`src/rtl/ram_req_arbiter.sv`:
```
// ram_req_arbiter: round-robin sharing of one single-port command RAM between two requesters.
// ADDR_SIZE must equal MEM_WIDTH since address and data share the low bits of ram_din.
module ram_req_arbiter #(
    parameter int MEM_WIDTH = 8,
    parameter int ADDR_SIZE = 8,
    parameter int TIMEOUT   = 4
) (
    input  logic                   clk,
    input  logic                   rst,
    input  logic [1:0]             req_valid,
    output logic [1:0]             req_ready,
    input  logic [1:0]             req_wr,
    input  logic [2*ADDR_SIZE-1:0] req_addr,
    input  logic [2*MEM_WIDTH-1:0] req_wdata,
    output logic [1:0]             resp_valid,
    output logic                   resp_err,
    output logic [MEM_WIDTH-1:0]   resp_rdata,
    output logic                   busy,
    output logic [MEM_WIDTH+1:0]   ram_din,
    output logic                   ram_rx_valid,
    input  logic [MEM_WIDTH-1:0]   ram_dout,
    input  logic                   ram_tx_valid
);
    localparam logic [2:0] IDLE = 3'd0;
    localparam logic [2:0] CMD1 = 3'd1;
    localparam logic [2:0] CMD2 = 3'd2;
    localparam logic [2:0] WAIT = 3'd3;
    localparam logic [2:0] RESP = 3'd4;
    logic [2:0]           state;
    logic                 g_q, wr_q, last_grant, err_q;
    logic [ADDR_SIZE-1:0] addr_q, sel_addr;
    logic [MEM_WIDTH-1:0] wdata_q, rdata_q, sel_wdata;
    logic [3:0]           cnt;
    logic                 grant, accept;
    always_comb begin
        grant      = (req_valid == 2'b11) ? ~last_grant : req_valid[1];
        req_ready  = (state == IDLE) ? (req_valid & (grant ? 2'b10 : 2'b01)) : 2'b00;
        accept     = |req_ready;
        sel_addr   = grant ? req_addr[2*ADDR_SIZE-1:ADDR_SIZE] : req_addr[ADDR_SIZE-1:0];
        sel_wdata  = grant ? req_wdata[2*MEM_WIDTH-1:MEM_WIDTH] : req_wdata[MEM_WIDTH-1:0];
        resp_valid = (state == RESP) ? (g_q ? 2'b10 : 2'b01) : 2'b00;
        resp_err   = (state == RESP) && err_q;
        resp_rdata = (state == RESP) ? rdata_q : '0;
        busy       = state != IDLE;
    end
    always_ff @(posedge clk) begin
        if (rst) begin
            state        <= IDLE;
            last_grant   <= 1'b1;
            g_q          <= 1'b0;
            wr_q         <= 1'b0;
            err_q        <= 1'b0;
            addr_q       <= '0;
            wdata_q      <= '0;
            rdata_q      <= '0;
            cnt          <= '0;
            ram_din      <= '0;
            ram_rx_valid <= 1'b0;
        end else begin
            ram_din      <= '0;
            ram_rx_valid <= 1'b0;
            case (state)
                IDLE: if (accept) begin
                    state        <= CMD1;
                    g_q          <= grant;
                    last_grant   <= grant;
                    wr_q         <= req_wr[grant];
                    addr_q       <= sel_addr;
                    wdata_q      <= sel_wdata;
                    rdata_q      <= '0;
                    err_q        <= 1'b0;
                    ram_rx_valid <= 1'b1;
                    ram_din      <= {(req_wr[grant] ? 2'b00 : 2'b10), sel_addr};
                end
                CMD1: begin
                    state        <= CMD2;
                    ram_rx_valid <= 1'b1;
                    ram_din      <= wr_q ? {2'b01, wdata_q} : {2'b11, {MEM_WIDTH{1'b0}}};
                end
                CMD2: begin
                    state <= wr_q ? RESP : WAIT;
                    cnt   <= 4'd1;
                end
                // RAM answers one cycle after the {11} command; give up after TIMEOUT cycles
                WAIT: if (ram_tx_valid) begin
                    rdata_q <= ram_dout;
                    state   <= RESP;
                end else if (cnt == 4'(TIMEOUT)) begin
                    err_q <= 1'b1;
                    state <= RESP;
                end else begin
                    cnt <= cnt + 4'd1;
                end
                default: state <= IDLE;
            endcase
        end
    end
endmodule

```
`config.mk`:
```
export PLATFORM = sky130hd
export DESIGN_NAME = ram_req_arbiter
export DESIGN_NICKNAME = d
export VERILOG_FILES = /design/src/rtl/ram_req_arbiter.sv
export SDC_FILE = /design/constraint.sdc
export NUM_CORES = 1
export LEC_CHECK = 0
export ABC_CLOCK_PERIOD_IN_PS = 1600
export BUFFER_PORTS_ARGS = -buffer_cell sky130_fd_sc_hd__buf_2
export CORE_MARGIN = 1
export CORE_UTILIZATION = 48
export CTS_CLUSTER_SIZE = 30
export DETAILED_ROUTE_END_ITERATION = 8
export PLACE_DENSITY = 0.86
export SYNTH_ARGS = -nofsm -noshare
export SYNTH_HDL_FRONTEND = slang
export SYNTH_SLANG_ARGS = --single-unit
```
`constraint.sdc`:
```
create_clock -name clk -period 1.6 [get_ports clk]
set_input_delay 0.08 -clock clk [delete_from_list [all_inputs] [get_ports clk]]
set_output_delay 0.08 -clock clk [all_outputs]
set_load 0.005 [all_outputs]
```
# --- After elaboration in Yosys (flattened, before gate mapping) ---
# Index checks and enable logic that the tools add are counted.
word_totals:
  register_bits: 38
  input_bits: 47
  out_inout_bits: 25
  word_cells: 68
classes:
  n_addsub: 1
  order_cmp: 1
  n_eq_ne: 12
  muxes: 31
  bitwise: 2
  reduce_logical: 11
ops:
  columns: ["operator", "n"]
  rows:
  - ["2-to-1 mux 8 bit", 5]
  - ["2-to-1 mux 10 bit", 2]
  - ["one-hot mux 10 bit (2 select lines)", 1]
  - ["one-hot mux 8 bit (2 select lines)", 1]
  - ["2-to-1 mux 3 bit", 4]
  - ["one-hot mux 3 bit (4 select lines)", 1]
  - ["2-to-1 mux 2 bit", 5]
  - ["!= test 2 bit, second input constant", 5]
  - ["2-to-1 mux 4 bit", 2]
  - ["one-hot mux 4 bit (2 select lines)", 1]
  - ["2-to-1 mux 1 bit", 7]
  - ["equality test 3 x 2 -> 1 bit, second input constant", 2]
  - ["AND reduction 3 bit", 2]
  - ["adder 4 x 1 -> 4 bit, second input constant", 1]
  - ["equality test 4 x 3 -> 1 bit, second input constant", 1]
  - ["one-hot mux 1 bit (2 select lines)", 2]
  - ["AND reduction 2 bit", 2]
  - ["AND reduction 4 bit", 1]
  - ["nonzero test 2 bit", 2]
  - ["equality test 3 x 1 -> 1 bit, second input constant", 1]
  - ["equality test 3 bit, second input constant", 1]
  - ["zero test 3 bit", 1]
  - ["!= test 3 bit, second input constant", 1]
  - ["nonzero test 3 bit", 1]
  - ["other kinds (6)", 6]

# --- Logic depth before layout (Yosys ltp) ---
logic_depth:
  word_depth: 8
  mapped_depth: 5
  ltp_nobuf: 5

# --- Least setup slack after synthesis ---
# No wires, ideal clock.
synth_path:
  path_type: "register to register"
  start: "register cnt[0]"
  end: "register cnt[1]"
  setup_ns: 0.061
  arrival_time_ns: 1.364
  required_time_ns: 1.539
  setup_slack_ns: 0.175
  path_stages_with_launch: 6
  n_path_buf: 0
  period_less_slack_ns: 1.425
  cell_sequence: "dfxtp_1 inv_1 ha_1 and3b_1 nor4b_2 a32o_1"
synth_between:
  elab_chain_cells: 4
  word_cells_on_any_way: 7
  classes_between: "add/sub: 1; eq/ne: 2; mux: 3; reduce/logical: 1"
synth_rtl:
  columns: ["item", "line", "rtl"]
  rows:
  - ["start: declaration", "33", "logic [3:0] cnt;"]
  - ["start signal: assignment", "92", "cnt <= cnt + 4'd1;"]
  - ["adder 4 x 1 -> 4 bit", "92", null]
  - ["2-to-1 mux 4 bit", "88", "end else if (cnt == 4'(TIMEOUT)) begin"]
  - ["2-to-1 mux 4 bit", "85", "WAIT: if (ram_tx_valid) begin"]
  - ["one-hot mux 4 bit (2 select lines)", "62", "case (state)"]
# Parallel ways exist; a longest one is shown, timed or not. The select of a mux whose other input is x is not followed.
# A chain may end at the register's enable or synchronous reset.

# --- Worst setup path after layout ---
layout_path:
  start: "register state[0]"
  end: "output port req_ready[0]"
layout_between:
  elab_chain_cells: 2
layout_rtl:
  columns: ["item", "line", "rtl"]
  rows:
  - ["start: declaration", "29", "logic [2:0] state;"]
  - ["start signal: assignment", "81", "state <= wr_q ? RESP : WAIT;"]
  - ["zero test 3 bit", "37", "req_ready = (state == IDLE) ? (req_valid & (grant ? 2'b10 : 2'b01)) : 2'b00;"]
  - ["2-to-1 mux 2 bit", "37", null]
  - ["end: declaration", "11", "output logic [1:0] req_ready,"]
# Every way passes these cells.

==> results.rst <==
.. list-table::
   :header-rows: 1

   * - Metric
     - Value
   * - Clock-pin slew reported for the worst setup and hold paths after clock tree synthesis
     - approximately 0.070 ns
   * - Data required time at the worst endpoint
     - between 1.5 and 2 ns
   * - Post-Route WL
     - roughly 4.4 mm
   * - Mean routed wirelength per cell
     - about 14 µm
   * - Setup crit end
     - req_ready[0]
   * - Start of the worst register-to-register path
     - cnt[0]$_SDFFE_PP0P_
   * - Global-route wire length before repair
     - 7.53 mm
   * - Number of nets with antenna violations after routing
     - 0
   * - Levels on crit path
     - 3
   * - Placed standard-cell area
     - about 2300 µm²
   * - Part of the Yosys area used for sequential elements
     - roughly two fifths
   * - Average cell area after synthesis
     - between 9 and 10 µm²
   * - Die Y
     - about 64 µm
   * - I/O pin cnt
     - around 70
   * - Maximum Capacitance Violations
     - 0
   * - CP peak stage delay
     - about 0.54 ns
   * - Fraction of layout instances using a drive strength above 1
     - 36.9%
   * - Post-synthesis net count
     - between 200 and 300
   * - Worst slew pin tran
     - around 0.6 ns
   * - Critical Path, Cell by Cell
     - or4b_4 -> nor2_1 -> buf_2
   * - Clock tree sinks
     - 38
   * - Clock insertion delay at the later pin of the skew report
     - approximately 0.30 ns
   * - Maximum buffer depth of the clock tree
     - 2
   * - H-tree lvl count
     - 2
   * - Largest vdd supply drop
     - roughly 0.52 mV
   * - Cell with the biggest individual delay on the critical path
     - or4b_4
   * - Post-route minimum period
     - approximately 1.6 ns
   * - Num rows
     - 22
   * - Detailed-router iteration count before antenna repair
     - 4
   * - Die Span X
     - ~64 µm
   * - Buffers plus inverters on the worst setup path
     - 1
   * - Critical setup path kind
     - reg2out
   * - Via-to-Cell Ratio
     - between 5 and 6
   * - FF+latch count, synth
     - 38
   * - Maximum fanout along the worst path
     - 10
   * - Die Area
     - between 4000 and 5000 µm²
   * - Count of cells along the worst register-to-register path
     - 6
   * - Number of clock buffers inserted by TritonCTS
     - 5
   * - Port Buf Inserts
     - 71
   * - Number of hold buffers added after CTS
     - 0
   * - Cell Pwr Density
     - between 1000 and 1500 nW/µm²
   * - Number of hold violations in the final report
     - 0
   * - Cell family with the largest share of critical-path delay
     - simple AND/OR/NAND/NOR gates
   * - Number of vias in the routed layout
     - 1,856
   * - Achievable frequency
     - between 600 and 700 MHz
   * - Number of setup violations in the final report
     - 0
   * - Critical Path End Type
     - primary output
   * - Number of warnings printed during yosys synthesis
     - 0
   * - FFs w/ async S/R, synth
     - 0%
   * - Number of design rule violations left after detail routing
     - 0
   * - Aggregate global-route resource usage
     - a little under a quarter
   * - Count of distinct cell types in the synthesized netlist
     - between 40 and 50
   * - Main flop type after synthesis
     - dfxtp_1
   * - Count of pins over their slew limit
     - 0
   * - Routability cong.
     - about 0.84
   * - Core outline area
     - about 3700 µm²
   * - Vias in the first global route
     - 1,675
   * - Nets@finish
     - approximately 320
   * - Setup Total Neg Slack
     - 0 ns
   * - Slew HR
     - around three fifths
   * - Arrival time of the worst setup path
     - approximately 1.5 ns
   * - Critical Path Source Type
     - flip-flop
   * - Run status
     - finished, final reports clean
   * - Path type of the worst min-delay path
     - in2reg
   * - Gr ovfl total
     - 0
   * - Number of standard cells after synthesis
     - 202
   * - Launching element of the worst setup path
     - state[0]$_SDFFE_PP0P_
   * - Maximum clock skew at final layout
     - roughly 0.0033 ns
   * - Antenna cell count
     - 0
   * - RSZ-0062 raised after global routing
     - true
   * - Pin count of the biggest net entering global routing
     - 17
   * - Post-route clock period utilization
     - around 98%
   * - Initial cell density of the core
     - between 50% and 60%
   * - Clock root buffer
     - clkbuf_8
   * - Number of design-rule violations left by the first detailed-router iteration
     - 120
   * - Layout Cell Area excl Fill
     - roughly 2400 µm²
   * - Initial antenna violation count
     - 0
   * - Final HPWL DP
     - around 3.2 mm
   * - Fraction of the core area covered by cells at the end of the flow
     - between 60% and 70%
   * - TritonCTS clock tree
     - built
   * - FF-to-FF setup slack
     - ~0.10 ns
   * - Growth of design area from synthesis to finish
     - 28.9%
   * - Post-synthesis instance area
     - roughly 1900 µm²
   * - Post-layout power
     - roughly 2.5 mW
   * - Reg-to-reg critical path endpoint
     - cnt[1]$_SDFFE_PP0P_
   * - EDFF count, synth
     - 0
   * - Lkg Pwr
     - 1.10 nW
==> synth_stat cells (2+ instances only) <==
| library cell | count | share of area, % |
|---|---|---|
| nand2b_1 | 5 | 1.7 |
| clkbuf_1 | 8 | 1.6 |
| dfxtp_1 | 38 | 41 |
| o2bb2ai_1 | 8 | 3.8 |
| or4_1 | 2 | 0.81 |
| nand3_1 | 2 | 0.54 |
| a21oi_1 | 12 | 3.2 |
| a211oi_1 | 2 | 0.81 |
| o21a_1 | 3 | 1.2 |
| nor3_1 | 2 | 0.54 |
| and3_1 | 11 | 3.7 |
| buf_2 | 9 | 2.4 |
| a31oi_1 | 2 | 0.67 |
| a32oi_1 | 3 | 1.4 |
| nand2_1 | 12 | 2.4 |
| ha_1 | 2 | 1.3 |
| nor2b_1 | 2 | 0.67 |
| o211ai_1 | 8 | 3.2 |
| inv_1 | 12 | 2.4 |
| a221oi_1 | 9 | 4.2 |
| o32ai_1 | 9 | 4.2 |
| nand4b_1 | 2 | 0.94 |
| nor2_1 | 9 | 1.8 |
| mux2i_1 | 5 | 2.7 |
==> per-stage QoR <==
step	instances	worst slack, ns	hold WS (ns)
final	322	0.0358	0.0209
after global routing	322	-0.00108	0.0236
after CTS	322	0.0109	0.0145
after detailed placement	314	0.0992	0.332
after global placement	314	0.137	0.328
after floorplan	202	0.175	0.220
==> worst min path at each step <==
| stage | cells after the start | start | to |
|---|---|---|---|
| 6_report | 3 | ram_dout[3] | rdata_q[3]$_SDFFE_PP0P_ |
| 5_1_grt | 3 | ram_dout[5] | rdata_q[5]$_SDFFE_PP0P_ |
| 4_1_cts | 3 | ram_dout[3] | rdata_q[3]$_SDFFE_PP0P_ |
| 3_5_place_dp | 3 | ram_dout[3] | rdata_q[3]$_SDFFE_PP0P_ |
| 3_3_place_gp | 3 | ram_dout[3] | rdata_q[3]$_SDFFE_PP0P_ |
| 2_1_floorplan | 2 | ram_dout[0] | rdata_q[0]$_SDFFE_PP0P_ |
==> logic make-up after synthesis <==
logic type,share of synthesized area [%]
AOI/OAI and AO/OA,28.0
muxes,2.70
DFF,41.0
adders and majority gates,1.35
buffers and inverters,7.48
and+or+nand+nor,19.5
==> where the power goes <==
group | total, mW | switching, mW | internal, mW | leakage (nW)
Sequential | 1.12 | 0.0736 | 1.05 | 0.313
Clock | 0.773 | 0.338 | 0.435 | 0.0575
Combinational | 0.579 | 0.304 | 0.274 | 0.725
==> metal layers <==
metal / up-vias / part of all wire (%) / GRT usage [%]
met5: - / 0 / 0
met4: 0 / 2.2 / 12.2
met3: 8 / 5.1 / 4.46
met2: 57 / 47 / 37.1
met1: 877 / 46 / 30.3
li1: 914 / - / -
==> what timing repair did <==
item	in CTS	in global routing
endpoints found under the setup margin	12	6
resized for setup	2	5
pin swaps	0	0
setup buffers	0	0
gates cloned	0	0
==> worst reg2reg max path: stages, from the launching register on <==
cell     delay (ns)
dfxtp_1        0.38
inv_1          0.08
ha_1           0.23
and3b_1        0.22
nor4b_2        0.21
buf_4          0.17
a32o_1         0.15
==> flip-flops by register name, summed over array words and instances (netlist names) <==
name / count
wdata_q: 8
ram_rx_valid: 1
ram_din: 10
rdata_q: 8
wr_q: 1
last_grant: 1
g_q: 1
state: 3
err_q: 1
cnt: 4
==> layout make-up <==
class,count,area [µm²]
fill,324,1290
tap,48,60.1
sequential,38,766
inverter,14,52.6
clock buffer,8,110
timing repair buffer,82,442
multi-input combinational,132,963
==> cells in the final DEF, fill, tap and decap left out, drive strengths merged, types with 2 or more instances in the layout <==
cell type   n
nor4b       2
nor3        3
o211ai      8
and3       11
a211oi      2
dfxtp      38
nor2b       2
clkbuf      8
a32oi       3
nand2b      5
o2bb2ai     8
nor2        9
a221oi      9
a31oi       2
o21a        3
ha          2
or4         2
nand2      12
a21oi      12
inv        13
or3b        2
mux2i       5
nand3       2
buf        82
nand4b      2
o32ai       9
No activity file was read; power rests on OpenSTA's default activity.
